`src/rtl/store_size_ctrl.sv`:
```
// -----------------------------------------------------------------------------
// store_size_ctrl
//
// Narrows a 32-bit register value to a word, halfword or byte store into a
// word-addressed data memory. Word stores are written directly; sub-word
// stores read the containing word, merge the selected lane and write it back.
// Illegal requests (misaligned or reserved size) are rejected without touching
// memory.
//
// Parameters:
//   MEM_LATENCY  cycles from mem_addr valid to mem_rdata valid (1..4)
//
// Ports:
//   clk        in   system clock, rising edge
//   reset      in   asynchronous active-high reset
//   start      in   one-cycle request pulse, sampled only when idle
//   size       in   00 word, 01 halfword, 10 byte, 11 reserved
//   addr       in   byte address of the store
//   data_in    in   source register value (low bits used for sub-word)
//   mem_rdata  in   data memory read data
//   mem_addr   out  word-aligned store address
//   mem_wdata  out  merged write data
//   mem_we     out  memory write enable
//   busy       out  high whenever a request is in flight
//   done       out  one-cycle completion pulse
//   err        out  one-cycle reject pulse, coincident with done
// -----------------------------------------------------------------------------
module store_size_ctrl #(
    parameter int MEM_LATENCY = 1
) (
    input  logic        clk,
    input  logic        reset,
    input  logic        start,
    input  logic [1:0]  size,
    input  logic [31:0] addr,
    input  logic [31:0] data_in,
    input  logic [31:0] mem_rdata,
    output logic [31:0] mem_addr,
    output logic [31:0] mem_wdata,
    output logic        mem_we,
    output logic        busy,
    output logic        done,
    output logic        err
);

    typedef enum logic [2:0] {
        IDLE,
        READ,
        WRITE,
        DONE,
        ERR
    } state_t;

    typedef enum logic [1:0] {
        SZ_WORD = 2'b00,
        SZ_HALF = 2'b01,
        SZ_BYTE = 2'b10,
        SZ_RSVD = 2'b11
    } size_t;

    // Counter only has to reach MEM_LATENCY-1, which is at most 3.
    localparam int                CNT_W    = 2;
    localparam logic [CNT_W-1:0] CNT_LAST = CNT_W'(MEM_LATENCY - 1);

    state_t             state_q, state_d;
    logic [CNT_W-1:0]   cnt_q,   cnt_d;
    logic [29:0]        addr_q,  addr_d;   // word address
    logic [1:0]         lane_q,  lane_d;   // byte offset within the word
    logic [1:0]         size_q,  size_d;
    logic [15:0]        data_q,  data_d;   // sub-word source bits
    logic [31:0]        wdata_q, wdata_d;  // word to be written
    logic               req_legal;

    // Replace the addressed lane of a memory word with the store data,
    // leaving every other bit untouched.
    function automatic logic [31:0] merge_lane(input logic [31:0] word,
                                               input logic [1:0]  lane,
                                               input logic [1:0]  sz,
                                               input logic [15:0] d);
        logic [31:0] w;
        w = word;
        if (sz == SZ_HALF)
            w[{lane[1], 4'b0000} +: 16] = d;
        else
            w[{lane, 3'b000} +: 8] = d[7:0];
        return w;
    endfunction

    always_comb begin
        unique case (size)
            SZ_WORD: req_legal = (addr[1:0] == 2'b00);
            SZ_HALF: req_legal = ~addr[0];
            SZ_BYTE: req_legal = 1'b1;
            default: req_legal = 1'b0;
        endcase
    end

    // NOTE: every variable gets a default before the case so no path leaves
    // it unassigned; otherwise synthesis infers a latch to hold the old value.
    always_comb begin
        state_d = state_q;
        cnt_d   = '0;
        addr_d  = addr_q;
        lane_d  = lane_q;
        size_d  = size_q;
        data_d  = data_q;
        wdata_d = wdata_q;

        case (state_q)
            IDLE: begin
                if (start) begin
                    addr_d  = addr[31:2];
                    lane_d  = addr[1:0];
                    size_d  = size;
                    data_d  = data_in[15:0];
                    wdata_d = data_in;   // final value for word stores
                    if (!req_legal)
                        state_d = ERR;
                    else if (size == SZ_WORD)
                        state_d = WRITE;
                    else
                        state_d = READ;
                end
            end
            READ: begin
                if (cnt_q == CNT_LAST) begin
                    wdata_d = merge_lane(mem_rdata, lane_q, size_q, data_q);
                    state_d = WRITE;
                end else begin
                    cnt_d = cnt_q + 1'b1;
                end
            end
            WRITE:   state_d = DONE;
            DONE:    state_d = IDLE;
            ERR:     state_d = IDLE;
            default: state_d = IDLE;
        endcase
    end

    // NOTE: sequential state uses non-blocking assignments so every register
    // samples its pre-edge inputs regardless of statement order.
    always_ff @(posedge clk or posedge reset) begin
        if (reset) begin
            state_q <= IDLE;
            cnt_q   <= '0;
            addr_q  <= '0;
            lane_q  <= '0;
            size_q  <= '0;
            data_q  <= '0;
            wdata_q <= '0;
        end else begin
            state_q <= state_d;
            cnt_q   <= cnt_d;
            addr_q  <= addr_d;
            lane_q  <= lane_d;
            size_q  <= size_d;
            data_q  <= data_d;
            wdata_q <= wdata_d;
        end
    end

    // Outputs decode only from registered state, so reset clears mem_we
    // immediately and no input reaches an output combinationally.
    assign busy      = (state_q != IDLE);
    assign mem_we    = (state_q == WRITE);
    assign done      = (state_q == DONE) || (state_q == ERR);
    assign err       = (state_q == ERR);
    assign mem_addr  = ((state_q == READ) || (state_q == WRITE)) ? {addr_q, 2'b00} : '0;
    assign mem_wdata = (state_q == WRITE) ? wdata_q : '0;

endmodule

```
`config.mk`:
```
export PLATFORM = sky130hd
export DESIGN_NAME = store_size_ctrl
export DESIGN_NICKNAME = d
export VERILOG_FILES = /design/src/rtl/store_size_ctrl.sv
export SDC_FILE = /design/constraint.sdc
export NUM_CORES = 1
export LEC_CHECK = 0
export CAP_MARGIN = 20
export CORE_UTILIZATION = 35
export CTS_CLUSTER_DIAMETER = 120
export CTS_CLUSTER_SIZE = 28
export DETAILED_ROUTE_END_ITERATION = 8
export DONT_BUFFER_PORTS = 1
export PLACE_DENSITY = 0.59
export SYNTH_ARGS = -nofsm -noshare
export SYNTH_HDL_FRONTEND = slang
export SYNTH_SLANG_ARGS = --single-unit
```
`constraint.sdc`:
```
create_clock -name clk -period 3.5 [get_ports clk]
set_input_delay 0.35 -clock clk [delete_from_list [all_inputs] [get_ports clk]]
set_output_delay 0.35 -clock clk [all_outputs]
set_load 0.1 [all_outputs]
```
==> metrics <==
outcome=complete, no violations; number of CTS-inserted buffers=9; IO buf count=0; top-area cell type share of the netlist area=41.7%; number of H-tree levels=3; num ports=169; WP data arrival=2.93 ns; total setup buffers inserted after CTS=0; startpoint types=flop; maximum net fanout on the critical path=19; wire per inst=20.3 um; number of hold violations in the final report=0; layout overhead on the synthesized area=17.2%; register cell area after layout=2180 um^2; CTS clk-pin slew, worst paths=0.07 ns; final setup violating endpoints=0; Synth Instances=519; #FFs+latches synth=87; worst reg-to-reg setup slack=0.86 ns; count of antenna-violating nets left after detailed routing=0; minimum hold slack=0.130 ns; RSZ-0062 raised after global routing=no; number of violations of the max-capacitance limit=0; Worst Skew=0.00619 ns; maximum number of buffers from clock root to sink=2; Fillers=1,421; width of the chip=124 um; final weighted congestion in routability-driven placement=0.887; total detailed-routing wirelength=15,200 um; maximum number of pins on one net before global-route repair=65; area taken by multi-input logic gates=2780 um^2; distinct cell type count after synthesis=41; final max-slew violation count=0; Vias/cell=5.71; source-to-sink clock delay at the later pin of the worst-skew pair=0.35 ns; DR DRC count=0; number of global-route vias before repair=4,269; number of antenna violations at the first check in global routing=3; number of standard cells in the final layout excluding fillers=750; number of placed instances, taps included=732; GRT Total Usage=20.3%; Slew HR=41.5%; number of enable flip-flop cells after synthesis=0; post-CTS resize count=0; proportion of layout cells with a drive suffix above 1=25.3%; number of iterations in the first detailed-routing pass=5; vertical die dimension=124 um; post-synthesis instance area=5230 um^2; time the worst path needs with I/O delays and setup=2.64 ns; placeable core region=14,500 um^2; part of the Yosys area used for sequential elements=41.7%; Crit Path Class=flop to flop; root buffer selected by CTS=sky130_fd_sc_hd__clkbuf_16; fin crit share=75.5%; CTS tree=built; # rows=44; top cells by area in the synthesized netlist=sky130_fd_sc_hd__dfrtp_1, sky130_fd_sc_hd__mux2_2, sky130_fd_sc_hd__and2_1; half-perimeter wire length after placement=10,900 um; final total negative setup slack=0 ns; first-pass GRT wire length=23,500 um; max frequency=378 MHz; initial DRC count=280; library cell occupying the most area in the post-synthesis netlist=sky130_fd_sc_hd__dfrtp_1; CP Data Required Time=3.79 ns; Worst-Margin Slew=0.878 ns; vias after detailed routing=4,280; crit end category=flop; Post-synth top flop=sky130_fd_sc_hd__dfrtp_1; Hold Crit Class=primary input to flop; die area=15,400 um^2; synthesized area divided by synthesized cell count=10.1 um^2; starting utilization of the core area=36.0%; clock sink count=87; yosys warns=0; fin nets=668; post-synthesis async set-or-reset flop share=100%; leftover overflow at the end of global routing=0
## worst max-delay path, stage by stage, from the launching register on
cell and delay [ns]:
sky130_fd_sc_hd__dfrtp_2 0.69, sky130_fd_sc_hd__inv_1 0.18, sky130_fd_sc_hd__ha_1 0.41, sky130_fd_sc_hd__nor3b_4 0.57, sky130_fd_sc_hd__nand3_1 0.15, sky130_fd_sc_hd__a221oi_1 0.38
sky130_fd_sc_hd__o22a_1 0.20
## repair_timing
| item | in CTS | in global routing |
|---|---|---|
| setup endpoints to repair | 0 | 0 |
| hold buffers | 1 | 0 |
| endpoints found under the hold margin | 26 | 0 |
## synthesized netlist by cell type (all sizes together) (2+ instances only)
master,count
mux2,48
and3,2
nand2b,2
clkbuf,24
nand2,18
nor4,2
a221o,8
a31oi,18
mux2i,32
o22a,14
dfrtp,87
o21ai,35
a211o,10
a21oi,23
and2,64
nor2b,5
a221oi,24
nor2,25
ha,7
nand3b,2
nand3,21
nor3b,4
inv,11
buf,23
## state kept, by name, indices dropped and copies added (netlist names)
name / count
data_q: 16
lane_q: 2
cnt_q: 2
state_q: 3
wdata_q: 32
addr_q: 30
size_q: 2
## cells by family after synthesis
kind of cell,share of synthesized area [%]
mux,16.5
simple gates,16.6
fa+ha+maj,1.68
other cells,0.0718
flops,41.7
buf+inv,5.53
compound gates,17.8
xor+xnor,0.168
## path summary, 6_finish.rpt
kind / to / cells past startpoint / start
setup / recovery: wdata_q[9]$_DFFE_PP0P_ / 6 / lane_q[1]$_DFFE_PP0P_
hold / removal: addr_q[16]$_DFFE_PP0P_ / 1 / addr[18]
setup reg to reg: wdata_q[9]$_DFFE_PP0P_ / 6 / lane_q[1]$_DFFE_PP0P_
hold reg to reg: addr_q[14]$_DFFE_PP0P_ / 1 / addr_q[14]$_DFFE_PP0P_
max in group asynchronous: lane_q[1]$_DFFE_PP0P_ / 3 / reset
min in group asynchronous: size_q[0]$_DFFE_PP0P_ / 2 / reset
## cells in the final DEF, fill, tap and decap left out, types with 3 or more instances in the layout
master / synthesis / layout
sky130_fd_sc_hd__a211o_1: 10 / 10
sky130_fd_sc_hd__a21oi_1: 23 / 23
sky130_fd_sc_hd__a221o_1: 8 / 8
sky130_fd_sc_hd__a221oi_1: 24 / 24
sky130_fd_sc_hd__a31oi_1: 18 / 18
sky130_fd_sc_hd__and2_1: 64 / 64
sky130_fd_sc_hd__buf_4: 3 / 74
sky130_fd_sc_hd__clkbuf_16: 0 / 10
sky130_fd_sc_hd__dfrtp_1: 87 / 86
sky130_fd_sc_hd__ha_1: 7 / 7
sky130_fd_sc_hd__inv_1: 11 / 10
sky130_fd_sc_hd__inv_6: 0 / 3
sky130_fd_sc_hd__mux2_1: 7 / 7
sky130_fd_sc_hd__mux2_2: 41 / 41
sky130_fd_sc_hd__mux2i_1: 32 / 32
sky130_fd_sc_hd__nand2_1: 18 / 18
sky130_fd_sc_hd__nand3_1: 21 / 21
sky130_fd_sc_hd__nor2_1: 23 / 23
sky130_fd_sc_hd__nor2b_1: 5 / 4
sky130_fd_sc_hd__o21ai_0: 35 / 35
sky130_fd_sc_hd__o22a_1: 14 / 14
## routing by layer
layer | vias to the layer above | global-route usage (%) | routed length [um]
li1 | 1975 | - | -
met1 | 2084 | 25.4 | 6400
met2 | 186 | 32.4 | 7020
met3 | 31 | 7.19 | 1480
met4 | 4 | 6.85 | 301
met5 | - | 0 | 27
## stage by stage
| stage | setup slack [ns] | utilization [%] | instance area (um^2) |
|---|---|---|---|
| floorplan | 0.345 | - | 5230 |
| global placement | 1.03 | 40.0 | 5810 |
| detailed placement | 0.899 | 40.0 | 5810 |
| CTS | 0.876 | 42.1 | 6120 |
| global route | 0.695 | 42.1 | 6120 |
| finish | 0.858 | 42.1 | 6130 |
## final cells by class
class	instances	area share, %
Antenna cell	1	0.0408
Clock buffer	9	3.68
Clock inverter	7	1.31
Inverter	11	0.694
Multi-Input combinational cell	375	45.3
Sequential cell	87	35.6
Tap cell	184	3.76
Timing Repair Buffer	76	9.64
Power is left out: the tool's default activity adds up to more than one toggle a clock period on the data nets, which glitch-free logic cannot reach.
